[src/rtl/ppe_rr_sched_if.sv]
// Grant handshake bundle for the round-robin scheduler.
// Master offers gnt_idx under gnt_valid; slave accepts with gnt_ready.
interface ppe_rr_sched_if #(
    parameter int W = 9
);
    logic         gnt_valid;
    logic         gnt_ready;
    logic [W-1:0] gnt_idx;

    modport master (
        output gnt_valid,
        output gnt_idx,
        input  gnt_ready
    );

    modport slave (
        input  gnt_valid,
        input  gnt_idx,
        output gnt_ready
    );
endinterface

[src/rtl/ppe_rr_sched.sv]
// Round-robin grant scheduler around a pipelined programmable priority encoder.
// Snapshots pending requests, waits out the PPE latency, issues one grant at a time.
module ppe_rr_sched #(
    parameter int N       = 512,
    parameter int W       = 9,
    parameter int PPE_LAT = 2
) (
    input  logic           clk,
    input  logic           rst,
    input  logic [N-1:0]   req_set,
    output logic [N-1:0]   ppe_req,
    output logic [W-1:0]   ppe_p_enc,
    input  logic [W-1:0]   ppe_o_value,
    input  logic [W-1:0]   ppe_o_value_inc,
    input  logic           ppe_valid,
    ppe_rr_sched_if.master gnt,
    output logic [N-1:0]   pending,
    output logic           busy
);

    localparam int CW = (PPE_LAT < 1) ? 1 : $clog2(PPE_LAT + 1);

    typedef enum logic [1:0] {
        IDLE,
        WAIT,
        GRANT
    } state_t;

    state_t        r_state;
    logic [N-1:0]  r_pending;
    logic [N-1:0]  r_ppe_req;
    logic [W-1:0]  r_p_enc;
    logic [W-1:0]  r_ptr;
    logic [W-1:0]  r_nxt;
    logic [W-1:0]  r_gnt_idx;
    logic          r_gnt_valid;
    logic [CW-1:0] r_cnt;

    logic          w_hs;
    logic [N-1:0]  w_clr;

    // Only the accepted grant is retired; a same-edge req_set re-arms it.
    always_comb begin
        w_hs  = r_gnt_valid & gnt.gnt_ready;
        w_clr = '0;
        if (w_hs) w_clr[r_gnt_idx] = 1'b1;
    end

    always_ff @(posedge clk or negedge rst) begin
        if (!rst) begin
            r_state     <= IDLE;
            r_pending   <= '0;
            r_ppe_req   <= '0;
            r_p_enc     <= '0;
            r_ptr       <= '0;
            r_nxt       <= '0;
            r_gnt_idx   <= '0;
            r_gnt_valid <= 1'b0;
            r_cnt       <= '0;
        end else begin
            r_pending <= (r_pending & ~w_clr) | req_set;
            unique case (r_state)
                IDLE: begin
                    if (|r_pending) begin
                        r_ppe_req <= r_pending;
                        r_p_enc   <= r_ptr;
                        r_cnt     <= '0;
                        r_state   <= WAIT;
                    end
                end
                WAIT: begin
                    r_cnt <= r_cnt + CW'(1);
                    // PPE output has settled PPE_LAT edges after the launch edge.
                    if (r_cnt == CW'(PPE_LAT)) begin
                        if (ppe_valid) begin
                            r_gnt_idx   <= ppe_o_value;
                            r_nxt       <= ppe_o_value_inc;
                            r_gnt_valid <= 1'b1;
                            r_state     <= GRANT;
                        end else begin
                            r_state <= IDLE;
                        end
                    end
                end
                GRANT: begin
                    if (w_hs) begin
                        r_ptr       <= r_nxt;
                        r_gnt_valid <= 1'b0;
                        r_state     <= IDLE;
                    end
                end
                default: r_state <= IDLE;
            endcase
        end
    end

    assign ppe_req       = r_ppe_req;
    assign ppe_p_enc     = r_p_enc;
    assign pending       = r_pending;
    assign busy          = (r_state != IDLE);
    assign gnt.gnt_valid = r_gnt_valid;
    assign gnt.gnt_idx   = r_gnt_idx;

endmodule

[src/flat_wrapper.sv]
// flat-port wrapper written by rule: the top's interface ports become plain ports
module ppe_rr_sched_flat 
#(
    parameter int N       = 512,
    parameter int W       = 9,
    parameter int PPE_LAT = 2
)
  (clk, rst, req_set, ppe_req, ppe_p_enc, ppe_o_value, ppe_o_value_inc, ppe_valid, pending, busy, gnt_gnt_valid, gnt_gnt_idx, gnt_gnt_ready);
  ppe_rr_sched_if #(.W(W)) gnt_i ();
  input  logic clk;
  input  logic rst;
  input  logic [N-1:0] req_set;
  output logic [N-1:0] ppe_req;
  output logic [W-1:0] ppe_p_enc;
  input  logic [W-1:0] ppe_o_value;
  input  logic [W-1:0] ppe_o_value_inc;
  input  logic ppe_valid;
  output logic [N-1:0] pending;
  output logic busy;
  output wire logic [$bits(gnt_i.gnt_valid)-1:0] gnt_gnt_valid;
  output wire logic [$bits(gnt_i.gnt_idx)-1:0] gnt_gnt_idx;
  input wire logic [$bits(gnt_i.gnt_ready)-1:0] gnt_gnt_ready;
  assign gnt_gnt_valid = gnt_i.gnt_valid;
  assign gnt_gnt_idx = gnt_i.gnt_idx;
  assign gnt_i.gnt_ready = gnt_gnt_ready;
  ppe_rr_sched #(.N(N), .W(W), .PPE_LAT(PPE_LAT)) u_core (.clk(clk), .rst(rst), .req_set(req_set), .ppe_req(ppe_req), .ppe_p_enc(ppe_p_enc), .ppe_o_value(ppe_o_value), .ppe_o_value_inc(ppe_o_value_inc), .ppe_valid(ppe_valid), .gnt(gnt_i), .pending(pending), .busy(busy));
endmodule
[config.mk]
export PLATFORM = sky130hd
export DESIGN_NAME = ppe_rr_sched_flat
export DESIGN_NICKNAME = d
export VERILOG_FILES = /design/src/rtl/ppe_rr_sched_if.sv /design/src/rtl/ppe_rr_sched.sv /design/src/flat_wrapper.sv
export SDC_FILE = /design/constraint.sdc
export NUM_CORES = 1
export LEC_CHECK = 0
export ABC_CLOCK_PERIOD_IN_PS = 3310
export BUFFER_PORTS_ARGS = -buffer_cell sky130_fd_sc_hd__buf_2
export CAP_MARGIN = 5
export CORE_AREA = 10 10 609 611
export CTS_CLUSTER_SIZE = 12
export DETAILED_ROUTE_END_ITERATION = 12
export DIE_AREA = 0 0 619 621
export HOLD_SLACK_MARGIN = 0.02
export PLACE_DENSITY_LB_ADDON = 0.05
export REMOVE_ABC_BUFFERS = 1
export SLEW_MARGIN = 10
export SYNTH_ARGS = -nofsm -noshare
export SYNTH_HDL_FRONTEND = slang
export SYNTH_SLANG_ARGS = --single-unit
export TNS_END_PERCENT = 30
[constraint.sdc]
create_clock -name clk -period 3.31 [get_ports clk]
set_input_delay 0.662 -clock clk [delete_from_list [all_inputs] [get_ports clk]]
set_output_delay 0.662 -clock clk [all_outputs]
set_load 0.01 [all_outputs]
==> results.md <==
* Portion of the post-synthesis area used by sequential elements at 65.32%
* Library cells used by synthesis at 24
* Clock root buffer: sky130_fd_sc_hd__clkbuf_16
* Post-layout worst setup margin at -0.4199 ns
* Placeable core region at around 360000 sq um
* Data required time at the worst endpoint at 4.01 ns
* Number of nets with antenna violations after detailed routing at 0
* Number of setup violations in the final report at 520
* Post-DP HPWL at 261.0 mm
* Highest Clock Rate at ~270 MHz
* Die Y at slightly above 600 um
* X dimension of the die at 619 um
* Total power at ~0.041 W
* Register bit count reported by yosys at approximately 1.1k
* Gate count after technology mapping at just over 3k
* Vias in the first global route at between 40k and 50k
* I/O pin cnt at between 1.5k and 2k
* Number of vias after detailed routing at between 30k and 40k
* Final Max Tran Viols at 0
* Relative slew margins at between 30% and 40%
* Vias per cell at ~3.5
* Number of hold-slack violations in the final timing report at 0
* Status: complete, but fails checks
* Layout Cell Area excl Fill at ~71000 sq um
* Remaining routing DRC violations at 0
* CTS Buf Count at 160
* Endpoint arrival time on the critical path at around 4.4 ns
* Register clock-pin slew on the reported worst setup and hold paths at roughly 0.06 ns
* Per-instance average area after synthesis at between 10 and 15 sq um
* Netlist area before placement at ~40000 sq um
* Overflow left after global routing at 0
* Setup repair after global routing missed its margin: true
* CTS sink count at 1065
* Slew of the pin with the lowest slew margin at just under 1 ns
* Kind of start point of the critical path: register
* Port Buffers at around 1.6k
* Global-route wire length before repair at between 400 and 500 mm
* Reported max-cap violation count at 0
* H-tree depth at 4
* Total GRT Usage at 16.82%
* TNS Setup at -174.45 ns
* Fraction of final layout cells with drive strength greater than 1 at 51.31%
* Static Leak at around 25 nW
* Min Clock Period, post-route at ~3.7 ns
* Peak VDD IR at around 360 uV
* Post-Route WL at about 340 mm
* Clock tree from TritonCTS: done
* Number of placement rows at 220
* Warnings, synthesis at 0
* Most common cell after layout, fill and taps aside: sky130_fd_sc_hd__buf_2
* Worst-skew pair later-pin latency at 0.86 ns
* Total power density per cell area at slightly below 600 nW/um^2
* Final worst path period share at 112.7%
* Maximum number of pins on one net before global-route repair at 79
* Area enclosed by the die boundary at 384400 sq um
* Number of antenna violations at the first check in global routing at 155
* Synth-to-Final Area Change at 73.25%
* Most frequent cells in the layout: sky130_fd_sc_hd__buf_2 (1576), sky130_fd_sc_hd__dfrtp_1 (1061), sky130_fd_sc_hd__nand2_1 (521), sky130_fd_sc_hd__dlygate4sd3_1 (519), sky130_fd_sc_hd__a21o_1 (512)
* Crit Path Category: register to register
* RePlAce Congestion at approximately 0.76
* Instance area after placement at between 50000 and 60000 sq um
* Initial DRC count at roughly 1.7k
* Initial cell density of the core at between 10% and 20%
* Number of search-and-repair iterations in the first detailed-routing pass at 5
* Routed length per placed instance at between 30 and 40 um
* Maximum number of buffers from clock root to sink at 4
* Crit-path max FO at 14
* Worst setup skew after layout at roughly 0.06 ns
* Post-layout net count at between 6k and 7k
* Failing checks: setup timing
* Endpoint class of the critical path: register
* Type of the worst min-delay path: primary input to register
state kept, by name, indices dropped and copies added, names as in the netlist:
name and count:
u_core.r_cnt 2, u_core.ppe_req 512, u_core.gnt.gnt_idx 9, u_core.r_ptr 9
u_core.r_state 2, u_core.ppe_p_enc 9, u_core.gnt.gnt_valid 1, u_core.pending 512
u_core.r_nxt 9
metal layers:
layer	global-route usage [%]	vias up	share of wire [%]
met5	0	-	0.076
met4	3.036	40	2.1
met3	3.241	415	4.8
met2	31.63	1235	53
met1	19.82	19100	40
li1	-	16120	-
worst max-delay path, stage by stage, from the launching register on:
cell	delay, ns
sky130_fd_sc_hd__dfrtp_1	0.39
sky130_fd_sc_hd__nor4_1	0.50
sky130_fd_sc_hd__nand4_1	0.45
sky130_fd_sc_hd__nor4_4	0.52
sky130_fd_sc_hd__buf_4	0.23
sky130_fd_sc_hd__nand4_1	0.17
sky130_fd_sc_hd__o21ai_4	0.18
sky130_fd_sc_hd__buf_6	0.12
sky130_fd_sc_hd__buf_8	0.11
sky130_fd_sc_hd__buf_16	0.16
sky130_fd_sc_hd__buf_16	0.17
sky130_fd_sc_hd__buf_16	0.17
sky130_fd_sc_hd__mux2_2	0.34
metrics by stage:
stage	cells	hold slack [ns]	worst slack, ns	utilization (%)
floorplan	2896	0.3664	-12.77	-
global placement	9702	0.4847	-1.525	16.32
detailed placement	9702	0.4866	-1.453	16.32
CTS	10530	0.02155	-0.4504	19.52
global route	10570	0.05028	-0.5210	19.72
finish	10600	0.1275	-0.4199	19.74
cell families (layout without fill, tap and decap cells):
family          count (synthesis)  after routing  synth area share (%)
compound gates                517            517                 9.500
fa+ha+maj                       1              1               0.03066
buf+inv                       144           2883                 1.794
flops                        1065           1065                 65.32
mux                           548            548                 15.12
other cells                     0             48                     0
simple gates                  763            763                 8.237
path summary, 6_finish.rpt:
path / startpoint / end / slack (ns) / cells past startpoint
hold / removal: req_set[394] / u_core.pending[394]$_DFF_PN0_ / 0.13 / 2
min in group asynchronous: rst / u_core.pending[148]$_DFF_PN0_ / 0.46 / 2
hold reg to reg: u_core.r_nxt[1]$_DFFE_PN0P_ / u_core.r_nxt[1]$_DFFE_PN0P_ / 0.50 / 1
max in group asynchronous: rst / u_core.ppe_req[396]$_DFFE_PN0P_ / 1.68 / 3
setup reg to reg: u_core.pending[252]$_DFF_PN0_ / u_core.ppe_req[145]$_DFFE_PN0P_ / -0.42 / 12
setup / recovery: u_core.pending[252]$_DFF_PN0_ / u_core.ppe_req[145]$_DFFE_PN0P_ / -0.42 / 12
report_power, final:
part / internal, W / total (W) / switching (W)
combinational: 0.00442 / 0.00999 / 0.00557
sequential: 0.0134 / 0.0138 / 0.000450
clock: 0.0104 / 0.0176 / 0.00722
timing repair:
| action | in CTS | in global routing |
|---|---|---|
| pin swaps | 12 | 3 |
| endpoints found under the setup margin | 524 | 521 |
| endpoints found under the hold margin | 566 | 0 |
| resized for setup | 82 | 111 |
| setup buffers | 24 | 9 |
| gates cloned | 12 | 7 |
| hold buffers | 519 | 0 |
synth_stat cells (all sizes together):
cell type,number,area (sq um)
a21o,512,3844
or3,2,12.51
nand2,522,1959
nor4,136,850.8
or3b,2,17.52
nand4,35,219.0
clkbuf,85,319.1
or2,1,6.260
nand4b,3,26.28
ha,1,12.51
nor2,47,176.4
o21ai,3,18.77
inv,2,7.510
buf,57,405.4
o21a,1,7.510
nand2b,6,37.54
dfrtp,1065,26650
nor3,4,20.02
nand3,1,5.000
mux2,548,6171
o22ai,1,6.260
nand3b,4,30.03
area by class of cell:
cell class / instances / area (sq um)
Inverter: 2 / 7.507
Multi-Input combinational cell: 1829 / 14280
Clock inverter: 35 / 427.9
Timing Repair Buffer: 2602 / 18420
Antenna cell: 48 / 120.1
Fill cell: 39390 / 287400
Clock buffer: 244 / 4812
Sequential cell: 1065 / 26660
Tap cell: 4773 / 5972
No activity file was read; power rests on OpenSTA's default activity.
